## src/rtl/apb_rr_master.sv

```systemverilog
// rtl/apb_rr_master.sv - round-robin arbiter sharing one APB master port among NUM_REQ requesters
module apb_rr_master #(
    parameter int APB_DW  = 32,
    parameter int APB_AW  = 32,
    parameter int NUM_REQ = 4,
    parameter int TIMEOUT = 16
) (
    input  logic                      clk,
    input  logic                      reset_n,
    input  logic [NUM_REQ-1:0]        req_valid,
    output logic [NUM_REQ-1:0]        req_ready,
    input  logic [NUM_REQ-1:0]        req_write,
    input  logic [NUM_REQ*APB_AW-1:0] req_addr,
    input  logic [NUM_REQ*APB_DW-1:0] req_wdata,
    output logic [NUM_REQ-1:0]        rsp_valid,
    output logic [APB_DW-1:0]         rsp_rdata,
    output logic                      rsp_err,
    output logic [APB_AW-1:0]         paddr,
    output logic [APB_DW-1:0]         pwdata,
    output logic                      pwrite,
    output logic                      psel,
    output logic                      penable,
    input  logic [APB_DW-1:0]         prdata,
    input  logic                      pready
);

    localparam int PW = (NUM_REQ < 2) ? 1 : $clog2(NUM_REQ);
    localparam int CW = (TIMEOUT < 2) ? 1 : $clog2(TIMEOUT + 1);

    typedef enum logic [1:0] {
        S_IDLE   = 2'd0,
        S_SETUP  = 2'd1,
        S_ACCESS = 2'd2
    } state_e;

    state_e              state_q, state_d;
    logic [PW-1:0]       ptr_q;
    logic [PW-1:0]       gnt_q;
    logic [CW-1:0]       cnt_q;
    logic [APB_AW-1:0]   paddr_q;
    logic [APB_DW-1:0]   pwdata_q;
    logic                pwrite_q;
    logic [NUM_REQ-1:0]  rsp_valid_q;
    logic [APB_DW-1:0]   rsp_rdata_q;
    logic                rsp_err_q;

    logic                found;
    logic [PW-1:0]       win_idx;
    logic [PW-1:0]       cand;
    logic                accept;
    logic                timeout_hit;
    logic                done;

    // Search starts just after the last granted requester and wraps around.
    always_comb begin
        found   = 1'b0;
        win_idx = '0;
        cand    = '0;
        for (int k = 1; k <= NUM_REQ; k++) begin
            cand = PW'((int'(ptr_q) + k) % NUM_REQ);
            if (!found && req_valid[cand]) begin
                found   = 1'b1;
                win_idx = cand;
            end
        end
    end

    assign accept      = (state_q == S_IDLE) && found;
    assign timeout_hit = (TIMEOUT != 0) && (cnt_q == CW'(TIMEOUT - 1)) && !pready;
    assign done        = (state_q == S_ACCESS) && (pready || timeout_hit);

    always_ff @(posedge clk or negedge reset_n) begin
        if (!reset_n) begin
            state_q <= S_IDLE;
        end else begin
            state_q <= state_d;
        end
    end

    always_comb begin
        state_d = state_q;
        case (state_q)
            S_IDLE:   if (accept) state_d = S_SETUP;
            S_SETUP:  state_d = S_ACCESS;
            S_ACCESS: if (done) state_d = S_IDLE;
            default:  state_d = S_IDLE;
        endcase
    end

    always_comb begin
        psel      = (state_q == S_SETUP) || (state_q == S_ACCESS);
        penable   = (state_q == S_ACCESS);
        req_ready = accept ? (NUM_REQ'(1) << win_idx) : '0;
    end

    always_ff @(posedge clk or negedge reset_n) begin
        if (!reset_n) begin
            ptr_q       <= PW'(NUM_REQ - 1);
            gnt_q       <= '0;
            cnt_q       <= '0;
            paddr_q     <= '0;
            pwdata_q    <= '0;
            pwrite_q    <= 1'b0;
            rsp_valid_q <= '0;
            rsp_rdata_q <= '0;
            rsp_err_q   <= 1'b0;
        end else begin
            rsp_valid_q <= '0;
            if (accept) begin
                gnt_q    <= win_idx;
                paddr_q  <= req_addr[win_idx*APB_AW +: APB_AW];
                pwdata_q <= req_wdata[win_idx*APB_DW +: APB_DW];
                pwrite_q <= req_write[win_idx];
            end
            // Wait counter restarts for every transfer and sticks at its maximum.
            if (state_q == S_SETUP) begin
                cnt_q <= '0;
            end else if (state_q == S_ACCESS && !pready && cnt_q != '1) begin
                cnt_q <= cnt_q + 1'b1;
            end
            if (done) begin
                rsp_valid_q <= NUM_REQ'(1) << gnt_q;
                rsp_err_q   <= !pready;
                rsp_rdata_q <= (pready && !pwrite_q) ? prdata : '0;
                ptr_q       <= gnt_q;
            end
        end
    end

    assign paddr     = paddr_q;
    assign pwdata    = pwdata_q;
    assign pwrite    = pwrite_q;
    assign rsp_valid = rsp_valid_q;
    assign rsp_rdata = rsp_rdata_q;
    assign rsp_err   = rsp_err_q;

endmodule

```

## config.mk

```make
export PLATFORM = sky130hd
export DESIGN_NAME = apb_rr_master
export DESIGN_NICKNAME = d
export VERILOG_FILES = /design/src/rtl/apb_rr_master.sv
export SDC_FILE = /design/constraint.sdc
export NUM_CORES = 1
export LEC_CHECK = 0
export ABC_CLOCK_PERIOD_IN_PS = 3600
export CORE_AREA = 2 2 159 161
export DETAILED_ROUTE_END_ITERATION = 6
export DIE_AREA = 0 0 161 163
export GPL_TIMING_DRIVEN = 0
export SYNTH_ARGS = -nofsm -noshare
export SYNTH_HDL_FRONTEND = slang
export SYNTH_SLANG_ARGS = --single-unit
```

## constraint.sdc

```tcl
create_clock -name clk -period 3.6 [get_ports clk]
set_input_delay 1.08 -clock clk [delete_from_list [all_inputs] [get_ports clk]]
set_output_delay 1.08 -clock clk [all_outputs]
set_load 0.03 [all_outputs]
```

==> qor.yml, run 1 <==
clock_network:
  h-tree-depth: 4
  clock_sinks: 113
  clkTransAtPathRegs_ns: 0.06
  insertion_delay_ns: 0.42
  clk_path_buf_depth: 2
  cts_root_buf: "clkbuf_16"
  holdBufCountCts: 0
  tritoncts: "done"
  cts_buffers: 17
global_route:
  track_usage_pct: 19.62
  grt_pass1_vias: 6392
  grt_pass1_wl_mm: 38.70
  antenna_found_initial: 0
  grt_max_degree: 63
  gr-total-overflow: 0
worst_setup_path:
  crit_fanout: 13
  required_ns: 2.52
  crit_end: "req_ready[1]"
  endpoint_kind: "output pin"
  reg2reg_slack_ns: 1.18
  cp-start-kind: "input port"
  reg2reg_depth: 7
  worst_ep_arrival_time_ns: 2.45
  crit_start: "req_valid[0]"
  r2r-start: "cnt_q[0]"
  r2r_end: "rsp_rdata[13]"
  critical_path_class: "input port to output pin"
logic_synthesis:
  synth_edf_count: 0
  syn-num-nets: 897
  ys_top_cells_by_area: "dfrtp_1 (44%), mux2i_1 (21%), nand2_1 (8.5%)"
  synth_common_cells: "nand2_1 (142), mux2i_1 (132), dfrtp_1 (111)"
  synth_top_area_share_pct: 44.17
  synthArstFlopShare_pct: 100.0
  synth_cell_types: 38
  synth_ff_type: "dfrtp_1"
  netlist_area_um2: 6289
  seq_area_frac_synth_pct: 45.01
  netlist_instances: 592
  yosys_register_bits: 113
  synth.most_common_cell: "nand2_1"
  synth_area_per_cell_um2: 10.62
  yosys_warnings: 0
  synth_top_cell_by_area: "dfrtp_1"
sta:
  finalMaxSlewViolations: 0
  max_slew.worst_pin.slew_ns: 0.7215
  hold_violations: 0
  setup_viol: 0
  tns_ns: 0
  setup_slack_ns: 0.06943
  min_period_over_period_pct: 98.07
  fin_skew_ns: 0.009892
  hold_slack_ns: 0.4701
  fmax_mhz: 283.2
  relSlewSlack_pct: 51.90
  fin_crit_ns: 3.531
  grt_setup_unrepaired: "no"
detailed_routing:
  ant_nets: 0
  met3_length_mm: 2.224
  via_count: 6191
  vias_per_cell: 4.552
  top_layer: "met4"
  wl_met2_mm: 13.14
  routed_wl_mm: 26.50
  dr.pass1.iters: 5
  drt-met1-wl_mm: 10.69
  drt_iter0_markers: 249
  wire_per_inst_um: 19.49
  drc: 0
die:
  ios: 407
  initial_utilization_pct: 25.49
  die_y_um: 163
  core_area_um2: 24670
  rows: 58
  dieWidth_um: 161
  dieArea_um2: 26240
placed_design:
  portBuffers: 406
  dp_hpwl_mm: 20.60
  dp.cells: 1329
  place.gp.congestion: 0.8231
  pre_cts_ws_ns: -1.411
power:
  p_int_mw: 5.296
  leakagePower_nw: 5.126
  ir_drop_mv: 0.4328
  combPwrFrac_pct: 58.3
  pwr-share-clk_pct: 18.1
  seqPwrFrac_pct: 23.6
  switching_share_pct: 44.09
  p_switching_mw: 4.177
  powerDensity_nw_per_um2: 830.0
cells_and_area:
  finalNonFillerCells: 1360
  diodes: 0
  finalNetCount: 1322
  fill_cells: 2377
  finish.utilization_pct: 46.26
  layout-drive-gt1-share_pct: 10.58
  synthToLayoutAreaGrowth_pct: 81.50
flow_run:
  drv_cap: 0
worst_hold_path:
  holdPathStages: 2
  holdCritPathClass: "flop to flop"
status:
  status: "complete, no violations"
[area by class of cell]
type / count / area (um^2) / area share [%]
buffer: 46 / 295.3 / 2.587
clock buffer: 18 / 439.2 / 3.848
clock inverter: 14 / 155.1 / 1.359
inverter: 4 / 15.01 / 0.1316
multi-input combinational: 426 / 3166 / 27.74
sequential: 113 / 2830 / 24.80
tap: 330 / 412.9 / 3.618
timing repair buffer: 409 / 4100 / 35.92
[cells in the final DEF, fill, tap and decap left out, types with 3 or more instances in the layout]
master             n
clkbuf_16         17
nand2b_1           3
a21oi_1            4
nor2_1            11
ha_1               6
inv_1              4
o21ai_0            4
nand3_1           32
clkinv_4           4
buf_2             17
nor2b_1            3
buf_12             4
inv_6              4
dfrtp_1          111
nand2_1          141
buf_4              8
o221ai_2          30
o221ai_1          35
clkdlybuf4s50_1  397
clkbuf_1          16
clkdlybuf4s15_2    3
buf_6              3
mux2i_1          132
[per-stage QoR]
step	power (mW)	cell area, um^2
global route	10.05	11410
floorplan	5.518	6289
detailed placement	7.826	10790
global placement	7.784	10770
finish	9.473	11410
CTS	9.619	11420
[how the worst min path moves through the flow]
stage | from | endpoint | slack (ns)
floorplan | gnt_q[0] | rsp_valid[2] | 0.46
global placement | rsp_rdata[31] | rsp_rdata[31] | 0.45
detailed placement | rsp_rdata[17] | rsp_rdata[17] | 0.46
CTS | rsp_rdata[21] | rsp_rdata[21] | 0.48
global route | rsp_rdata[17] | rsp_rdata[17] | 0.49
finish | rsp_rdata[21] | rsp_rdata[21] | 0.47
[per-layer routing]
layer  vias up  GRT usage (%)
li1       3002              -
met5         -              0
met1      2891          23.06
met4         0          5.560
met3        27          6.901
met2       271          33.93
[registers in the layout, summed over array words and instances, names as in the netlist]
name	flops
cnt_q	5
rsp_valid	4
rsp_rdata	32
pwdata	32
state_q	2
gnt_q	2
paddr	32
pwrite	1
ptr_q	2
rsp_err	1
[kinds of logic after synthesis]
logic type | share of synthesized area (%)
AO/OA/AOI/OAI | 13.67
XOR/XNOR | 0.4179
adder cells (fa/ha/maj) | 1.194
buffers and inverters | 5.133
flip-flops | 45.01
multiplexers | 21.01
AND/OR/NAND/NOR | 13.57
[worst max-delay path, stage by stage]
cell	delay (ns)
clkdlybuf4s18_2	0.26
a21oi_1	0.08
o32a_1	0.34
or2_1	0.25
buf_6	0.16
nor2_1	0.10
buf_4	0.17
[power groups by stage]
stage                     logic (mW)  clock network [mW]  registers, mW
after global placement          5.55                   0           2.23
after floorplan                 2.24                   0           3.28
after CTS                       5.61                1.77           2.24
after global routing            5.89                1.84           2.32
final                           5.52                1.72           2.24
after detailed placement        5.58                   0           2.25
[what timing repair did]
| action | 4_1_cts | 5_1_grt |
|---|---|---|
| buffers inserted | 2 | 0 |
| setup endpoints to repair | 4 | 2 |
| gates cloned | 0 | 0 |
| pin swaps | 2 | 1 |
| resized for setup | 34 | 3 |
No activity file was read; power rests on OpenSTA's default activity.
==> run 2, diff against run 1 <==
CORE_AREA = 3 3 155 157   (was 2 2 159 161)
DIE_AREA = 0 0 158 160   (was 0 0 161 163)
REMOVE_ABC_BUFFERS = 1   (was not set)
==> qor.yml, run 2 (synthesis gave the netlist of run 1 again) <==
worst_setup_path:
  critical_path_class: "input port to output pin"
  crit_fanout: 22
  endpoint_kind: "output pin"
  worst_ep_arrival_time_ns: 2.48
  reg2reg_depth: 9
  required_ns: 2.52
  cp-start-kind: "input port"
detailed_routing:
  wire_per_inst_um: 21.59
  drc: 0
  routed_wl_mm: 27.87
  dr.pass1.iters: 4
  ant_nets: 0
  drt_iter0_markers: 248
  via_count: 6230
  vias_per_cell: 4.826
cells_and_area:
  final_common_cell: "clkdlybuf4s50_1"
  finish.utilization_pct: 50.74
  fill_cells: 2074
  synthToLayoutAreaGrowth_pct: 82.67
  finalNetCount: 1296
  final_cell_mix: "clkdlybuf4s50_1 (397), nand2_1 (141), mux2i_1 (132)"
  layout-drive-gt1-share_pct: 10.56
die:
  dieWidth_um: 158
  dieArea_um2: 25280
  die_y_um: 160
  core_area_um2: 22640
  initial_utilization_pct: 27.78
  ios: 407
  rows: 55
sta:
  setup_slack_ns: 0.03703
  finalMaxSlewViolations: 0
  hold_violations: 0
  relSlewSlack_pct: 14.29
  hold_slack_ns: 0.4619
  min_period_over_period_pct: 98.97
  max_slew.worst_pin.slew_ns: 1.286
  grt_setup_unrepaired: "yes"
  fmax_mhz: 280.7
  fin_crit_ns: 3.563
  fin_skew_ns: 0.01050
  setup_viol: 0
  tns_ns: 0
global_route:
  grt_pass1_vias: 6476
  gr-total-overflow: 0
  track_usage_pct: 21.49
  grt_max_degree: 63
  antenna_found_initial: 2
  grt_pass1_wl_mm: 40.62
placed_design:
  dp_hpwl_mm: 19.59
  place.gp.congestion: 0.7646
  portBuffers: 406
  pre_cts_ws_ns: -2.013
power:
  leakagePower_nw: 5.161
  ir_drop_mv: 0.4702
  powerDensity_nw_per_um2: 847.8
clock_network:
  clock_sinks: 113
  insertion_delay_ns: 0.41
  h-tree-depth: 4
  holdBufCountCts: 0
  cts_buffers: 17
  tritoncts: "done"
  clkTransAtPathRegs_ns: 0.05
  cts_root_buf: "clkbuf_16"
  clk_path_buf_depth: 2
worst_hold_path:
  holdPathStages: 2
  holdCritPathClass: "flop to flop"
status:
  status: "complete, no violations"
flow_run:
  drv_cap: 0
-- run 2: metrics by stage --
step / instance area, um^2 / instances / power, mW
final: 11490 / 1291 / 9.739
after CTS: 11470 / 1289 / 9.845
after global routing: 11480 / 1290 / 10.30
after floorplan: 5981 / 543 / 5.550
after global placement: 10400 / 1234 / 7.877
after detailed placement: 10690 / 1245 / 7.734
-- run 2: worst paths after layout --
path | start | to | slack (ns)
setup / recovery | req_valid[3] | req_ready[1] | 0.04
hold / removal | rsp_rdata[20] | rsp_rdata[20] | 0.46
setup reg to reg | ptr_q[1] | pwdata[28] | 0.56
hold reg to reg | rsp_rdata[20] | rsp_rdata[20] | 0.46
max in group asynchronous | reset_n | pwdata[19] | 2.25
min in group asynchronous | reset_n | rsp_rdata[21] | 0.61
-- run 2: metal layers --
metal | GRT usage, % | share of wire (%)
met2 | 37.06 | 50
met4 | 5.280 | 1.2
met3 | 6.802 | 8.5
met5 | 0 | 0.050
met1 | 25.97 | 40
-- run 2: where the power goes --
part / switching [mW] / total [mW] / internal [mW]
sequential: 0.339 / 2.22 / 1.89
clock: 0.670 / 1.77 / 1.10
combinational: 3.27 / 5.75 / 2.48
-- run 2: cell type report --
| type | instances | area [um^2] | share of cell area [%] |
|---|---|---|---|
| diodes | 2 | 5.005 | 0.04357 |
| clock buffers | 18 | 429.2 | 3.736 |
| clock inverters | 14 | 181.4 | 1.579 |
| inverters | 4 | 15.01 | 0.1307 |
| multi-input cells | 430 | 3251 | 28.30 |
| flip-flops and latches | 113 | 2830 | 24.64 |
| well taps | 285 | 356.6 | 3.104 |
| repair buffers | 425 | 4419 | 38.47 |
-- run 2: critical path, stage by stage --
cell and delay, ns:
buf_2 0.15, nand2_2 0.07, nor2_2 0.05, o32a_4 0.42
or2_4 0.27, buf_16 0.18, nor2_2 0.12, buf_6 0.14
-- run 2: timing repair --
action,CTS,global route
cloned,6,0
pin swaps,3,1
setup buffers,6,0
endpoints found under the setup margin,45,2
resized for setup,38,5
==> run 3, diff against run 2 <==
CTS_BUF_LIST = sky130_fd_sc_hd__clkbuf_16   (was not set)
==> qor.yml, run 3 (synthesis gave the netlist of run 1 again) <==
power:
  p_int_mw: 5.459
  powerDensity_nw_per_um2: 847.5
  power_mw: 9.735
  combPwrFrac_pct: 59.0
  seqPwrFrac_pct: 22.8
  pwr-share-clk_pct: 18.1
  ir_drop_mv: 0.4701
  switching_share_pct: 43.93
  leakagePower_nw: 5.165
  p_switching_mw: 4.277
detailed_routing:
  wire_per_inst_um: 21.57
  drc: 0
  via_count: 6224
  dr.pass1.iters: 4
  ant_nets: 0
  drt_iter0_markers: 248
  routed_wl_mm: 27.85
  vias_per_cell: 4.821
cells_and_area:
  synthToLayoutAreaGrowth_pct: 82.67
  finish.utilization_pct: 50.74
  fin_area_um2: 11490
  final_common_cell: "clkdlybuf4s50_1"
  layout-drive-gt1-share_pct: 10.56
  final_cell_mix: "clkdlybuf4s50_1 (397), nand2_1 (141), mux2i_1 (132)"
  multiInputGateArea_um2: 3251
  finalNetCount: 1296
  fill_cells: 2074
  seq_area_um2: 2830
worst_setup_path:
  reg2reg_depth: 9
  crit_slowest_cell: "o32a_4"
  critical_path_class: "input port to output pin"
  cp_common_cell: "nor2_2"
  crit_fanout: 22
  cp-start-kind: "input port"
  path_cells: "buf_2, nand2_2, nor2_2, o32a_4, or2_4, buf_16, nor2_2, buf_6"
  worst_ep_arrival_time_ns: 2.48
  crit_start: "req_valid[3]"
  r2r-start: "ptr_q[1]"
  slowest_delay_ns: 0.42
  endpoint_kind: "output pin"
  required_ns: 2.52
clock_network:
  clk_path_buf_depth: 2
  cts_root_buf: "clkbuf_16"
  cts_buffers: 17
  insertion_delay_ns: 0.41
  tritoncts: "done"
  clkTransAtPathRegs_ns: 0.05
  h-tree-depth: 4
  clock_sinks: 113
  holdBufCountCts: 0
sta:
  fin_crit_ns: 3.563
  setup_viol: 0
  min_period_over_period_pct: 98.97
  relSlewSlack_pct: 14.41
  fin_skew_ns: 0.01144
  max_slew.worst_pin.slew_ns: 1.284
  grt_setup_unrepaired: "yes"
  finalMaxSlewViolations: 0
  fmax_mhz: 280.7
  hold_violations: 0
global_route:
  grt_pass1_vias: 6476
  gr-total-overflow: 0
  grt_pass1_wl_mm: 40.62
  antenna_found_initial: 2
  grt_max_degree: 63
  track_usage_pct: 21.49
die:
  rows: 55
  die_y_um: 160
  initial_utilization_pct: 27.78
  ios: 407
  dieWidth_um: 158
  dieArea_um2: 25280
  core_area_um2: 22640
placed_design:
  portBuffers: 406
  postPlaceCellArea_um2: 10690
  dp_hpwl_mm: 19.59
  place.gp.congestion: 0.7646
worst_hold_path:
  holdPathStages: 2
  holdCritPathClass: "flop to flop"
  worstHoldStart: "rsp_rdata[20]"
status:
  status: "complete, no violations"
flow_run:
  drv_cap: 0
==> run 3: repair_timing <==
item | in CTS | in global routing
cloned | 6 | 0
gates resized for setup | 38 | 5
buffers inserted | 6 | 0
pin swaps | 3 | 1
endpoints found under the setup margin | 45 | 2
==> run 3: routing by layer <==
| layer | vias to the layer above | global-route usage (%) | wire length [um] |
|---|---|---|---|
| li1 | 2963 | - | - |
| met1 | 2983 | 25.97 | 11310 |
| met2 | 256 | 37.06 | 13850 |
| met3 | 20 | 6.802 | 2323 |
| met4 | 2 | 5.280 | 347 |
| met5 | - | 0 | 14 |
==> run 3: through the flow <==
stage	setup slack [ns]	hold WS, ns	TNS (ns)	cells
4_1_cts	0.02205	0.4679	0	1289
3_5_place_dp	-2.013	0.4557	-35.68	1245
3_3_place_gp	-6.684	0.4485	-816.75	1234
5_1_grt	-0.007623	0.4937	-0.007623	1290
2_1_floorplan	-3.290	0.4565	-217.18	543
6_report	0.03703	0.4619	0	1291
==> run 3: cell type report <==
class,count,area share (%)
flip-flops and latches,113,24.64
diodes,2,0.04357
clock buffers,17,3.703
clock inverters,15,1.612
repair buffers,425,38.47
inverters,4,0.1307
well taps,285,3.104
multi-input cells,430,28.30
==> run 3: worst paths after layout <==
path,to,slack [ns]
worst max-delay path,req_ready[1],0.04
worst min-delay path,rsp_rdata[20],0.46
worst max register to register,pwdata[28],0.56
worst min register to register,rsp_rdata[20],0.46
max in group asynchronous,pwdata[19],2.25
min in group asynchronous,rsp_rdata[21],0.61
==> run 3: power by group through the flow <==
stage | registers (mW) | logic [mW] | clock network (mW)
2_1_floorplan | 3.29 | 2.26 | 0
3_3_place_gp | 2.21 | 5.66 | 0
3_5_place_dp | 2.23 | 5.50 | 0
4_1_cts | 2.23 | 5.81 | 1.80
5_1_grt | 2.31 | 6.13 | 1.86
6_report | 2.22 | 5.75 | 1.77
==> run 3: critical path: cells and delay by family <==
| kind | cells | cell delay (ns) |
|---|---|---|
| compound gates | 1 | 0.42 |
| simple gates | 4 | 0.51 |
| buf+inv | 3 | 0.47 |
==> variant (config.mk and constraints of run 3) <==
Reset style: synchronous (`reset_n`), changed in 2 clocked blocks.
--- a/src/rtl/apb_rr_master.sv
+++ b/src/rtl/apb_rr_master.sv
@@ -69,7 +69,7 @@
     assign timeout_hit = (TIMEOUT != 0) && (cnt_q == CW'(TIMEOUT - 1)) && !pready;
     assign done        = (state_q == S_ACCESS) && (pready || timeout_hit);
 
-    always_ff @(posedge clk or negedge reset_n) begin
+    always_ff @(posedge clk) begin
         if (!reset_n) begin
             state_q <= S_IDLE;
         end else begin
@@ -93,7 +93,7 @@
         req_ready = accept ? (NUM_REQ'(1) << win_idx) : '0;
     end
 
-    always_ff @(posedge clk or negedge reset_n) begin
+    always_ff @(posedge clk) begin
         if (!reset_n) begin
             ptr_q       <= PW'(NUM_REQ - 1);
             gnt_q       <= '0;
Formal check against the unedited RTL: differs if reset_n is asserted again (counterexample within 4 cycles, from zero or initial values and one cycle with reset_n low); with reset_n held inactive, the same outputs for 4 cycles.
==> variant against run 3 <==
- global-route usage shrank 4.8 points
- cell area decreased by 8.1%
- routed wire length fell by 19%
- worst setup slack better by 100 ps
- critical path depth decreased by 1
- die area did not move
- synthesized cell count fell by 11%
- sequential cell count stayed put
- sequential share of layout area down 3.2 points
- area after synthesis down 13%
- maximum frequency is 2.9% higher
- critical endpoint unchanged
- largest cell class unchanged
Power is not compared: it rests on default switching activity, and its combinational part moved more than twofold at a synthesized area within 25%.
==> variant: results (changes against run 3) <==
| Metric | Value |
|---|---|
| Run status | complete, no violations (unchanged) |
| Placed Area | 9920 sq um (was 10700 sq um) |
| Number of DRC markers in iteration 0 | 163 (was 248) |
| Nets | 1229 (was 1296) |
| Via density | 4.64 (was 4.82) |
| Ranking of synthesized cells by area | sky130_fd_sc_hd__dfxtp_1, sky130_fd_sc_hd__mux2i_1, sky130_fd_sc_hd__o221ai_1 (was sky130_fd_sc_hd__dfrtp_1, sky130_fd_sc_hd__mux2i_1, sky130_fd_sc_hd__nand2_1) |
| Number of antenna violations at the first check in global routing | 3 (was 2) |
| Startpoint of the worst register-to-register path | cnt_q[0] (was ptr_q[1]) |
| Routability congestion estimate from global placement | 0.743 (was 0.765) |
| Total routing resource utilization after global routing | 16.7% (was 21.5%) |
| Most common library cells after synthesis | sky130_fd_sc_hd__mux2i_1, sky130_fd_sc_hd__dfxtp_1, sky130_fd_sc_hd__nand2_1, sky130_fd_sc_hd__o221ai_1, sky130_fd_sc_hd__a22o_1 (was sky130_fd_sc_hd__nand2_1, sky130_fd_sc_hd__mux2i_1, sky130_fd_sc_hd__dfrtp_1, sky130_fd_sc_hd__o221ai_1, sky130_fd_sc_hd__nand3_1) |
| Worst clock skew | 14.7 ps (was 11.4 ps) |
| Cell with the biggest individual delay on the critical path | sky130_fd_sc_hd__dlygate4sd2_1 (was sky130_fd_sc_hd__o32a_4) |
| Post-detailed-routing wire length | 22500 microns (was 27800 microns) |
| Max Fclk | 289 MHz (was 281 MHz) |
| Flip-flop cell with the highest count after synthesis | sky130_fd_sc_hd__dfxtp_1 (was sky130_fd_sc_hd__dfrtp_1) |
| Peak fanout along the critical path | 5 (was 22) |
| Share of cells above drive strength 1 | 7.15% (was 10.6%) |
| Worst hold endpoint | pwdata[14] (was rsp_rdata[20]) |
| Sequential area share after synthesis | 41.6% (was 45.0%) |
| Post-DP HPWL | 17600 microns (was 19600 microns) |
| Startpoint of the tightest hold check path | pwdata[14] (was rsp_rdata[20]) |
| Maximum number of pins on one net before global-route repair | 43 (was 63) |
| Share of async-settable or async-resettable flops after synthesis | 0% (was 100%) |
| Critical R2R Capture | rsp_rdata[3] (was pwdata[28]) |
| Worst path top cell family by delay | buffers and inverters (was simple AND/OR/NAND/NOR gates) |
| Max_slew headroom | 8.65% (was 14.4%) |
| Vias in the first global route | 5775 (was 6476) |
## variant: changes by cell type in the layout (fill, tap and decap cells not counted), sizes merged, moves of 7 or more
cell,before,now
nand3,32,1
nand2,144,69
a22o,0,32
inv,8,15
dfrtp,111,0
dfxtp,0,113
## variant: kinds of logic after synthesis
family,count (synthesis)
simple gates,107
fa+ha+maj,6
compound gates,114
mux,131
flops,113
xor+xnor,3
buf+inv,51
## variant: through the flow
step | std cells | hold WS [ps] | power, mW | setup TNS, ps
5_1_grt | 1224 | 477 | 4.78 | 0
3_3_place_gp | 1172 | 444 | 2.99 | -669390
4_1_cts | 1222 | 462 | 4.63 | 0
6_report | 1224 | 460 | 4.57 | 0
2_1_floorplan | 481 | 428 | 2.22 | -406020
3_5_place_dp | 1187 | 446 | 2.95 | -9960
## variant: worst min-delay path, stage by stage (launching register included)
cell and delay (ps):
sky130_fd_sc_hd__dfxtp_1 320, sky130_fd_sc_hd__nand2_1 50, sky130_fd_sc_hd__o221ai_1 60
## variant: worst max-delay path by stage
stage,cells after the start,endpoint,from
after floorplan,4,req_ready[1],req_valid[0]
after global placement,6,pwdata[1],req_valid[0]
after detailed placement,7,req_ready[2],req_valid[0]
after CTS,7,req_ready[2],req_valid[3]
after global routing,7,req_ready[2],req_valid[1]
final,7,req_ready[1],req_valid[1]
## variant: what timing repair did
item                                    in CTS  in global routing
pin swaps                                    2                  0
resized for setup                           26                  3
hold endpoints to repair                     0                  0
buffers inserted                             3                  0
endpoints found under the setup margin       4                  3
## variant: area by class of cell
type / count / area, sq um
clock inverters: 15 / 148
fillers: 2169 / 12100
clock buffers: 17 / 425
inverters: 7 / 26.3
repair buffers: 424 / 4400
diodes: 2 / 5.00
flip-flops and latches: 113 / 2260
multi-input cells: 361 / 2930
well taps: 285 / 357
## variant: routing by layer
| layer | track usage, % | wire length [microns] | up-vias |
|---|---|---|---|
| met4 | 5.12 | 512 | 2 |
| met2 | 29.5 | 11200 | 256 |
| met5 | 0 | 12 | - |
| met1 | 17.8 | 8430 | 2609 |
| li1 | - | - | 2786 |
| met3 | 7.21 | 2390 | 31 |
## variant: power groups by stage
stage | registers, mW | clock network, mW | logic, mW
finish | 1.45 | 1.65 | 1.46
global placement | 1.48 | 0 | 1.51
global route | 1.47 | 1.76 | 1.55
detailed placement | 1.48 | 0 | 1.47
CTS | 1.46 | 1.70 | 1.48
floorplan | 1.72 | 0 | 0.503
